**config.mk**
```make
export PLATFORM = sky130hd
export DESIGN_NAME = mem_stage_lsu
export DESIGN_NICKNAME = d
export VERILOG_FILES = /design/src/rtl/lsu_pkg.sv /design/src/rtl/lsu_load_align.sv /design/src/rtl/mem_stage_lsu.sv
export SDC_FILE = /design/constraint.sdc
export NUM_CORES = 1
export LEC_CHECK = 0
export ABC_AREA = 1
export BUFFER_PORTS_ARGS = -buffer_cell sky130_fd_sc_hd__buf_2
export CORE_MARGIN = 1.5
export CORE_UTILIZATION = 40
export DETAILED_ROUTE_END_ITERATION = 10
export PLACE_DENSITY = 0.61
export SYNTH_ARGS = -nofsm -noshare
export SYNTH_HDL_FRONTEND = slang
export SYNTH_HIERARCHICAL = 1
export SYNTH_SLANG_ARGS = --single-unit
```
**constraint.sdc**
```tcl
create_clock -name clk -period 3.65 [get_ports clk]
set_clock_uncertainty 0.1 [all_clocks]
set_input_delay 0.365 -clock clk [delete_from_list [all_inputs] [get_ports clk]]
set_output_delay 0.365 -clock clk [all_outputs]
set_load 0.01 [all_outputs]
```
**src/rtl/lsu_pkg.sv**
```systemverilog
// Shared encodings and helpers for the memory-stage load/store unit.
// Funct3 codes, FSM states, fault causes, plus byte-enable and store-lane helpers.
package lsu_pkg;

  localparam logic [2:0] F3_LB  = 3'b000;
  localparam logic [2:0] F3_LH  = 3'b001;
  localparam logic [2:0] F3_LW  = 3'b010;
  localparam logic [2:0] F3_LBU = 3'b100;
  localparam logic [2:0] F3_LHU = 3'b101;
  localparam logic [2:0] F3_SB  = 3'b000;
  localparam logic [2:0] F3_SH  = 3'b001;
  localparam logic [2:0] F3_SW  = 3'b010;

  typedef enum logic [1:0] {IDLE, BUS, FAULT, RESP} state_t;

  typedef enum logic [1:0] {
    CAUSE_NONE     = 2'b00,
    CAUSE_MISALIGN = 2'b01,
    CAUSE_TIMEOUT  = 2'b10
  } cause_t;

  function automatic logic access_illegal(input logic we, input logic [2:0] f3,
                                          input logic [1:0] off);
    logic bad;
    bad = 1'b0;
    case (f3)
      3'b011, 3'b110, 3'b111: bad = 1'b1;
      default: bad = 1'b0;
    endcase
    if (we && f3[2]) bad = 1'b1;
    if (f3[1:0] == 2'b01 && off[0]) bad = 1'b1;
    if (f3[1:0] == 2'b10 && off != 2'b00) bad = 1'b1;
    return bad;
  endfunction

  function automatic logic [3:0] byte_enables(input logic [2:0] f3, input logic [1:0] off);
    case (f3[1:0])
      2'b00:   return 4'b0001 << off;
      2'b01:   return 4'b0011 << off;
      default: return 4'b1111;
    endcase
  endfunction

  // Replicating across lanes lets the cache pick the lane purely by byte enable.
  function automatic logic [31:0] replicate_store(input logic [2:0] f3, input logic [31:0] data);
    case (f3[1:0])
      2'b00:   return {4{data[7:0]}};
      2'b01:   return {2{data[15:0]}};
      default: return data;
    endcase
  endfunction

endpackage

```
**src/rtl/lsu_load_align.sv**
```systemverilog
// Load lane extraction: shifts the read word down by the byte offset and
// sign- or zero-extends according to funct3.
module lsu_load_align
  import lsu_pkg::*;
(
  input  logic [31:0] word,
  input  logic [1:0]  offset,
  input  logic [2:0]  funct3,
  output logic [31:0] result
);

  logic [31:0]        shifted;
  logic signed [7:0]  lane_b;
  logic signed [15:0] lane_h;

  always_comb begin
    shifted = word >> {offset, 3'b000};
    lane_b  = shifted[7:0];
    lane_h  = shifted[15:0];
    result  = 32'd0;
    case (funct3)
      F3_LB:   result = 32'(lane_b);
      F3_LH:   result = 32'(lane_h);
      F3_LW:   result = shifted;
      F3_LBU:  result = {24'd0, shifted[7:0]};
      F3_LHU:  result = {16'd0, shifted[15:0]};
      default: result = 32'd0;
    endcase
  end

endmodule

```
**src/rtl/mem_stage_lsu.sv**
```systemverilog
// Memory-stage load/store unit: accepts one op, issues a held cache request,
// returns one response (data or fault) and aborts hung requests via a watchdog.
module mem_stage_lsu
  import lsu_pkg::*;
#(
  parameter int unsigned TIMEOUT_CYCLES = 255
) (
  input  logic        clk,
  input  logic        rst,
  input  logic        req_valid_i,
  output logic        req_ready_o,
  input  logic        req_we_i,
  input  logic [2:0]  req_funct3_i,
  input  logic [31:0] req_addr_i,
  input  logic [31:0] req_wdata_i,
  input  logic [4:0]  req_rd_i,
  output logic        resp_valid_o,
  output logic [31:0] resp_data_o,
  output logic [4:0]  resp_rd_o,
  output logic        resp_fault_o,
  output logic [1:0]  resp_fault_cause_o,
  output logic [31:0] mem_req_addr_o,
  output logic [31:0] mem_req_wdata_o,
  output logic        mem_req_we_o,
  output logic [3:0]  mem_req_be_o,
  output logic        mem_req_valid_o,
  input  logic [31:0] mem_resp_data_i,
  input  logic        mem_req_ready_i
);

  state_t      state, state_next;
  cause_t      cause;
  logic [31:0] cnt;
  logic        accept, illegal, timeout_hit;

  logic        op_we;
  logic [2:0]  op_funct3;
  logic [31:0] op_addr, op_wdata, rdata, load_result;
  logic [3:0]  op_be;
  logic [4:0]  op_rd;

  assign accept      = req_valid_i && req_ready_o;
  assign illegal     = access_illegal(req_we_i, req_funct3_i, req_addr_i[1:0]);
  assign timeout_hit = (TIMEOUT_CYCLES != 0) && (cnt + 32'd1 == TIMEOUT_CYCLES);

  always_ff @(posedge clk) begin
    if (rst) state <= IDLE;
    else     state <= state_next;
  end

  always_ff @(posedge clk) begin
    if (rst) begin
      cnt   <= 32'd0;
      cause <= CAUSE_NONE;
    end else if (accept) begin
      cnt   <= 32'd0;
      cause <= illegal ? CAUSE_MISALIGN : CAUSE_NONE;
    end else if (state == BUS && !mem_req_ready_i) begin
      cnt <= cnt + 32'd1;
      if (timeout_hit) cause <= CAUSE_TIMEOUT;
    end
  end

  // Operand and read-data capture; control state alone carries reset.
  always_ff @(posedge clk) begin
    if (accept) begin
      op_we     <= req_we_i;
      op_funct3 <= req_funct3_i;
      op_addr   <= req_addr_i;
      op_rd     <= req_rd_i;
      op_be     <= byte_enables(req_funct3_i, req_addr_i[1:0]);
      op_wdata  <= replicate_store(req_funct3_i, req_wdata_i);
    end
    if (state == BUS && mem_req_ready_i) rdata <= mem_resp_data_i;
  end

  always_comb begin
    state_next = state;
    case (state)
      IDLE:    if (accept) state_next = illegal ? FAULT : BUS;
      BUS:     if (mem_req_ready_i || timeout_hit) state_next = RESP;
      FAULT:   state_next = IDLE;
      RESP:    state_next = IDLE;
      default: state_next = IDLE;
    endcase
  end

  lsu_load_align u_align (
    .word   (rdata),
    .offset (op_addr[1:0]),
    .funct3 (op_funct3),
    .result (load_result)
  );

  always_comb begin
    req_ready_o        = (state == IDLE) && !rst;
    resp_valid_o       = 1'b0;
    resp_data_o        = 32'd0;
    resp_rd_o          = 5'd0;
    resp_fault_o       = 1'b0;
    resp_fault_cause_o = CAUSE_NONE;
    mem_req_addr_o     = 32'd0;
    mem_req_wdata_o    = 32'd0;
    mem_req_we_o       = 1'b0;
    mem_req_be_o       = 4'd0;
    mem_req_valid_o    = 1'b0;
    case (state)
      BUS: begin
        mem_req_valid_o = 1'b1;
        mem_req_addr_o  = {op_addr[31:2], 2'b00};
        mem_req_wdata_o = op_wdata;
        mem_req_we_o    = op_we;
        mem_req_be_o    = op_be;
      end
      FAULT: begin
        resp_valid_o       = 1'b1;
        resp_fault_o       = 1'b1;
        resp_fault_cause_o = CAUSE_MISALIGN;
        resp_rd_o          = op_we ? 5'd0 : op_rd;
      end
      RESP: begin
        resp_valid_o = 1'b1;
        resp_rd_o    = op_we ? 5'd0 : op_rd;
        if (cause == CAUSE_TIMEOUT) begin
          resp_fault_o       = 1'b1;
          resp_fault_cause_o = CAUSE_TIMEOUT;
        end else if (!op_we) begin
          resp_data_o = load_result;
        end
      end
      default: ;
    endcase
  end

endmodule

```
==> results of run 1 <==
worst reg2reg max path, cell delays in order, from the launching register on:
cell     delay (ns)
dfxtp_1        0.39
ha_1           0.25
nand2_2        0.09
nor2_4         0.21
nand2_4        0.12
nor2_2         0.18
nand2_1        0.07
nand2_1        0.07
nand2_1        0.06
nor2_1         0.11
nand2_1        0.07
nor2_1         0.19
nand3_1        0.12
nand2_1        0.09
nand2_1        0.07
a21oi_2        0.09
synth_stat cells, types with 2 or more instances:
| master | instances | area [µm²] |
|---|---|---|
| buf_1 | 2 | 7.51 |
| o21bai_1 | 17 | 128 |
| nor2_4 | 10 | 113 |
| buf_4 | 4 | 30.0 |
| edfxtp_1 | 109 | 3270 |
| dfxtp_1 | 36 | 721 |
| buf_6 | 8 | 90.1 |
| a21oi_2 | 4 | 35.0 |
| inv_4 | 2 | 12.5 |
| o211ai_1 | 13 | 97.6 |
| nand3_1 | 49 | 245 |
| xor2_1 | 5 | 43.8 |
| nor2_1 | 173 | 649 |
| nor3_1 | 8 | 40.0 |
| inv_2 | 2 | 7.51 |
| nand2_2 | 10 | 62.6 |
| nor2_2 | 6 | 37.5 |
| nand4_1 | 4 | 25.0 |
| a21oi_1 | 13 | 65.1 |
| xnor2_1 | 2 | 17.5 |
| nor3_2 | 2 | 20.0 |
| o21ai_0 | 33 | 165 |
| inv_1 | 166 | 623 |
| clkbuf_1 | 21 | 78.8 |
| nand2_1 | 278 | 1040 |
| nand3b_1 | 16 | 120 |
| ha_1 | 2 | 25.0 |
| buf_2 | 7 | 35.0 |
| or2_2 | 3 | 18.8 |
| nand2_4 | 3 | 33.8 |
| clkinv_1 | 2 | 7.51 |
| nand3_2 | 11 | 110 |
metrics by stage:
step,instance area [µm²],hold slack (ns),worst slack (ns),power [W]
final,10200,0.0112,0.664,0.00410
after global placement,9300,0.349,1.07,0.00238
after CTS,10200,0.000133,0.653,0.00413
after global routing,10200,0.00130,0.434,0.00428
after detailed placement,9300,0.353,1.12,0.00238
after floorplan,8060,0.328,0.285,0.00221
layer usage:
| layer | routed length (µm) | track usage, % | up-vias |
|---|---|---|---|
| met5 | 0 | 0 | - |
| met4 | 532 | 7.32 | 0 |
| met3 | 1120 | 4.37 | 37 |
| met2 | 10300 | 34.9 | 210 |
| met1 | 9300 | 26.3 | 3198 |
| li1 | - | - | 3674 |
state kept, by name, summed over array words and instances (netlist names):
name       flops
state          2
op_we          1
op_rd          5
op_be          4
op_addr       32
cause          2
op_wdata      32
cnt           32
rdata         32
op_funct3      3
what timing repair did:
item	4_1_cts	5_1_grt
endpoints found under the setup margin	0	0
hold endpoints to repair	28	2
hold buffers	28	2
final cells by class:
cell class                 count  area [µm²]
multi-input combinational    671        3170
sequential                   145        3990
inverter                     172         652
clock inverter                14         155
antenna                        1        2.50
clock buffer                  17         425
tap                          265         332
timing repair buffer         254        1450
fill                        1913        9410
power groups by stage:
stage / clock network [W] / logic [W] / registers [W]
detailed placement: 0 / 0.000443 / 0.00194
floorplan: 0 / 0.000282 / 0.00193
finish: 0.00173 / 0.000468 / 0.00190
global placement: 0 / 0.000440 / 0.00194
CTS: 0.00176 / 0.000469 / 0.00190
global route: 0.00184 / 0.000529 / 0.00191
final timing paths:
check | startpoint | endpoint | slack (ns) | cells past startpoint
worst min-delay path | mem_resp_data_i[1] | rdata[1] | 0.01 | 1
worst max register to register | cnt[1] | state[1] | 1.30 | 15
worst min register to register | cause[1] | cause[1] | 0.37 | 2
worst max-delay path | op_addr[0] | resp_data_o[12] | 0.66 | 9
kinds of logic (layout without fill, tap and decap cells):
group | after synthesis | after routing
XOR/XNOR | 7 | 7
adder cells (fa/ha/maj) | 2 | 2
other | 1 | 3
AND/OR/NAND/NOR | 576 | 576
flip-flops | 145 | 145
buffers and inverters | 215 | 457
AO/OA/AOI/OAI | 84 | 84
==> impl_results.md, run 1 <==
- Die X: 145 µm
- DR pass1 iterations: 4
- Total wire length: 21200 µm
- Leak Pwr: 5.07 nW
- Seq pwr share: 46.4%
- Avg Cell Area, Syn: 7.82 µm²
- Comb pwr share: 11.4%
- Post-synth EDFFs: 109
- Die area: 0.0210 mm²
- Worst Hold Class: primary input to flip-flop
- Cell Pwr Density: 403 mW/mm²
- Switch Pwr: 0.00105 W
- First-pass GRT wire length: 34900 µm
- Sw frac: 25.5%
- Post-synthesis xor/xnor area fraction: 0.761%
- Layout cells sized above 1: 24.4%
- Final ANT Viol Nets: 0
- TritonCTS clock tree: yes
- Number of global-route vias before repair: 6878
- Drt drc: 0
- Synth Area in Compound Gates: 6.41%
- Wire per inst: 13.8 µm
- Final Hold Viols: 0
- Core ar.: 0.0196 mm²
- Simple-gate share of the synthesized area: 31.6%
- Rows: 51
- Clock-pin slew on the worst setup and hold paths: 0.06 ns
- Fmax: 0.335 GHz
- Post-Synth Adder-Cell Area: 0.311%
- Largest delay share family, worst path: buffers and inverters
- Tightest Pin Transition: 1.10 ns
- Final Core Density: 52.0%
- Worst path slowest cell: edfxtp_1
- Crit path capture type: output pin
- Final nets: 1372
- VDD IR max: 0.350 mV
- Most frequent cells in the layout: nand2_1 (277), buf_2 (218), nor2_1 (171), inv_1 (165), edfxtp_1 (109)
- Pint: 0.00306 W
- Post-synth cell types: 41
- Die height: 145 µm
- Slew HR: 26.2%
- CTS H-Tree Depth: 4
- Critical Path, Cell by Cell: buf_4, inv_4, nand2_1, nand3_1, nand3_4, a21oi_1, inv_1, nor2_1, buf_2
- Max FO, Critical Path: 40
- PortBufs: 218
- Clk root buf: clkbuf_16
- Final Max Tran Viols: 0
- Initial DRC count: 525
- Post-synthesis sequential area ratio: 49.6%
- Initial core utilization: 41.1%
- I/O pins: 221
- Clock latency on the worst-skew pair: 0.43 ns
- Setup crit start kind: flip-flop
- Critical setup path kind: flip-flop to output pin
- Status: finished clean
- Clk network pwr share: 42.2%
- Post-CTS Setup Bufs: 0
- GRT overflow: 0
- DR vias: 7119
- DPL Wire Length: 15500 µm
- Final setup fails: 0
- Syn. warnings: 6
- Drt via density: 4.63
- CP required: 3.18 ns
- Placed cell count: 1477
- Post-synth ARST share: 0%
- CTS Buf Count: 17
- Max_cap viols: 0
- CP arrival: 2.52 ns
- Post-synthesis cell count: 1030
- Post-synth top flop: edfxtp_1
- WP buf/inv: 4
- Post-synthesis mux area share: 0%
- Crit path time final: 2.99 ns
- Sum Neg Setup Slack: 0 ns
- Slowest cell delay on critical path: 0.35 ns
- Largest family of logic cells by synthesized area: simple AND/OR/NAND/NOR gates
- Cell Area, Synth: 0.00806 mm²
- Post-CTS resize count: 0
- RSZ-0062 raised after global routing: no
- Initial antenna violation count: 1
- Routability Congestion: 0.877
- GRT Total Usage: 20.7%
- Period Utilization, post-route: 81.8%
- CTS max path bufs: 2
- Seq cells post-synth: 145
- Area delta synth->final: 26.4%
- Pin count of the biggest net entering global routing: 75
- Clk sinks: 145
- Non-Filler Instances: 1539
- Commonest non-fill, non-tap cell in the layout: nand2_1
(Power assumes the default switching activity.)
==> inputs of run 2 (changes only) <==
Settings changed: PLACE_DENSITY 0.61 to 0.63.
Clock period 3.65 ns to 2.6 ns, I/O delays scaled along.
==> run 2 against run 1 <==
Effect of this change: sequential share of layout area down 2.5 points; power rose by 47%; cell area grew 6.8%; via count is 4.6% higher; die area did not move; critical endpoint is now resp_data_o[14].
==> impl_results.md, run 2 (synthesis results as in run 1) <==
- Met3 Use GR: 3.96% (was 4.37%)
- Commonest non-fill, non-tap cell in the layout: nand2_1 (unchanged)
- WP buf/inv: 3 (was 4)
- GRT overflow: 0 (unchanged)
- Area delta synth->final: 35.0% (was 26.4%)
- Busiest layer in global routing: met2 (unchanged)
- Clock latency on the worst-skew pair: 0.42 ns (was 0.43 ns)
- Leak Pwr: 5.36 nW (was 5.07 nW)
- Final Max Tran Viols: 0 (unchanged)
- CTS H-Tree Depth: 4 (unchanged)
- I/O pins: 221 (unchanged)
- Sum Neg Setup Slack: 0 ns (unchanged)
- Tightest Pin Transition: 0.792 ns (was 1.10 ns)
- Number of global-route vias before repair: 7095 (was 6878)
- DR vias: 7450 (was 7119)
- Initial DRC count: 463 (was 525)
- Final setup fails: 0 (unchanged)
- CTS Buf Count: 17 (unchanged)
- Drt via density: 4.64 (was 4.63)
- DPL Wire Length: 15700 µm (was 15500 µm)
- Total wire length: 22900 µm (was 21200 µm)
- Period Utilization, post-route: 94.6%
- DR pass1 iterations: 7 (was 4)
- Wire per inst: 14.3 µm (was 13.8 µm)
- Antenna diode instance count: 0 (was 1)
- Clock-pin slew on the worst setup and hold paths: 0.06 ns (about the same)
- Pin count of the biggest net entering global routing: 78 (was 75)
- VDD IR max: 0.427 mV (was 0.350 mV)
- Worst Setup Slack, final: 0.141 ns (was 0.664 ns)
- Crit path time final: 2.46 ns
- Rows: 51 (unchanged)
- Hold Slack: 0.0153 ns (was 0.0112 ns)
- Grt met1 use: 28.3% (was 26.3%)
- Most frequent cells in the layout: nand2_1 (277), buf_2 (218), nor2_1 (171), inv_1 (165), edfxtp_1 (109) (unchanged)
- CTS max path bufs: 2 (unchanged)
- Core ar.: 0.0196 mm² (unchanged)
- Critical Path, Cell by Cell: inv_2, nand2_2, nor2_2, nand3_4, a21oi_2, inv_1, nor2_1, buf_2 (was buf_4, inv_4, nand2_1, nand3_1, nand3_4, a21oi_1, inv_1, nor2_1, buf_2)
- Final ANT Viol Nets: 0 (unchanged)
- Status: finished clean (unchanged)
- Setup crit start kind: flip-flop (unchanged)
- GRT Total Usage: 21.9% (was 20.7%)
- Layout cells sized above 1: 24.3% (was 24.4%)
- Crit path capture type: output pin (unchanged)
- Worst Hold Class: primary input to flip-flop (unchanged)
- Clk root buf: clkbuf_16 (unchanged)
- First-pass GRT wire length: 36700 µm (was 34900 µm)
- Initial antenna violation count: 0 (was 1)
- Slowest cell delay on critical path: 0.44 ns (was 0.35 ns)
- Drt drc: 0 (unchanged)
- CP required: 2.24 ns (was 3.18 ns)
- Clk sinks: 145 (unchanged)
- Die X: 145 µm (unchanged)
- PortBufs: 218 (unchanged)
- Routability Congestion: 0.898 (was 0.877)
- Pre-CTS setup slack: 0.412 ns (was 1.12 ns)
- Die height: 145 µm (unchanged)
- Max_cap viols: 0 (unchanged)
- Die area: 0.0210 mm² (unchanged)
- Worst path slowest cell: edfxtp_1 (unchanged)
- Fmax: 0.407 GHz
- Cell Pwr Density: 553 mW/mm² (was 403 mW/mm²)
- Critical setup path kind: flip-flop to output pin (unchanged)
- Fill cells: 1835 (was 1913)
- M2 GR Usage: 37.0% (was 34.9%)
- TritonCTS clock tree: yes (unchanged)
- Final Hold Viols: 0 (unchanged)
- CP arrival: 2.10 ns (was 2.52 ns)
- Initial core utilization: 41.1% (unchanged)
- Final nets: 1437 (was 1372)
- RSZ-0062 raised after global routing: no (unchanged)
- Largest delay share family, worst path: simple AND/OR/NAND/NOR gates (was buffers and inverters)
- Slew HR: 47.1% (was 26.2%)
- Max FO, Critical Path: 12 (was 40)
==> run 2: cell types whose count changed in the layout (fill, tap and decap cells not counted), sizes merged <==
| cell | previous run | this run |
|---|---|---|
| diode | 1 | 0 |
| clkinv | 8 | 5 |
| inv | 175 | 177 |
| nand3 | 61 | 62 |
| bufinv | 2 | 3 |
| clkinvlp | 1 | 2 |
| buf | 224 | 232 |
| dlygate4sd3 | 30 | 86 |
==> run 2: path summary, 6_finish.rpt <==
kind                         from              end  slack (ns)  cells after the start
hold / removal    req_wdata_i[20]     op_wdata[20]        0.02                      3
setup reg to reg           cnt[1]         cause[0]        0.38                     14
hold reg to reg          cause[1]         cause[1]        0.36                      2
setup / recovery     op_funct3[1]  resp_data_o[14]        0.14                      8
==> run 2: what timing repair did <==
item / CTS / global route
resized for setup: 0 / 5
hold buffers: 86 / 0
endpoints found under the setup margin: 0 / 24
endpoints found under the hold margin: 86 / 0
setup buffers: 0 / 0
==> run 2: area by class of cell <==
type,instances,area (µm²),share of cell area [%]
clock buffers,17,425,3.91
flip-flops and latches,145,3990,36.7
inverters,172,657,6.04
well taps,265,332,3.05
clock inverters,15,194,1.78
repair buffers,318,2070,19.1
multi-input cells,672,3200,29.4
==> run 2: worst reg2reg max path: stages (launching register included) <==
cell and delay (ns):
dfxtp_1 0.39, ha_1 0.25, nand2_2 0.09, nor2_4 0.19, nand2_4 0.12, nor2_4 0.17
nand2_1 0.06, nand2_1 0.08, nand2_1 0.05, nor2_1 0.10, nand2_1 0.06, nor2_1 0.17
nand4_1 0.15, nand2_1 0.09, a21oi_1 0.06
==> run 2: per-stage QoR <==
stage                     cells  area, µm²  total power, W  utilization (%)
after floorplan            1031       8080         0.00310                -
after global placement     1485       9360         0.00335             47.8
after detailed placement   1485       9360         0.00336             47.8
after CTS                  1603      10800         0.00606             55.3
after global routing       1604      10900         0.00624             55.5
final                      1604      10900         0.00602             55.5
==> run 2: where the power goes <==
group | total [W] | switching, W | internal, W
logic | 0.000751 | 0.000435 | 0.000316
clock network | 0.00260 | 0.00106 | 0.00154
registers | 0.00267 | 0.0000579 | 0.00261
total | 0.00602 | 0.00155 | 0.00447
==> run 2: routing by layer <==
layer	wire length [µm]	vias up
met5	0	-
met4	439	0
met3	1220	29
met2	11100	250
met1	10100	3363
li1	-	3808
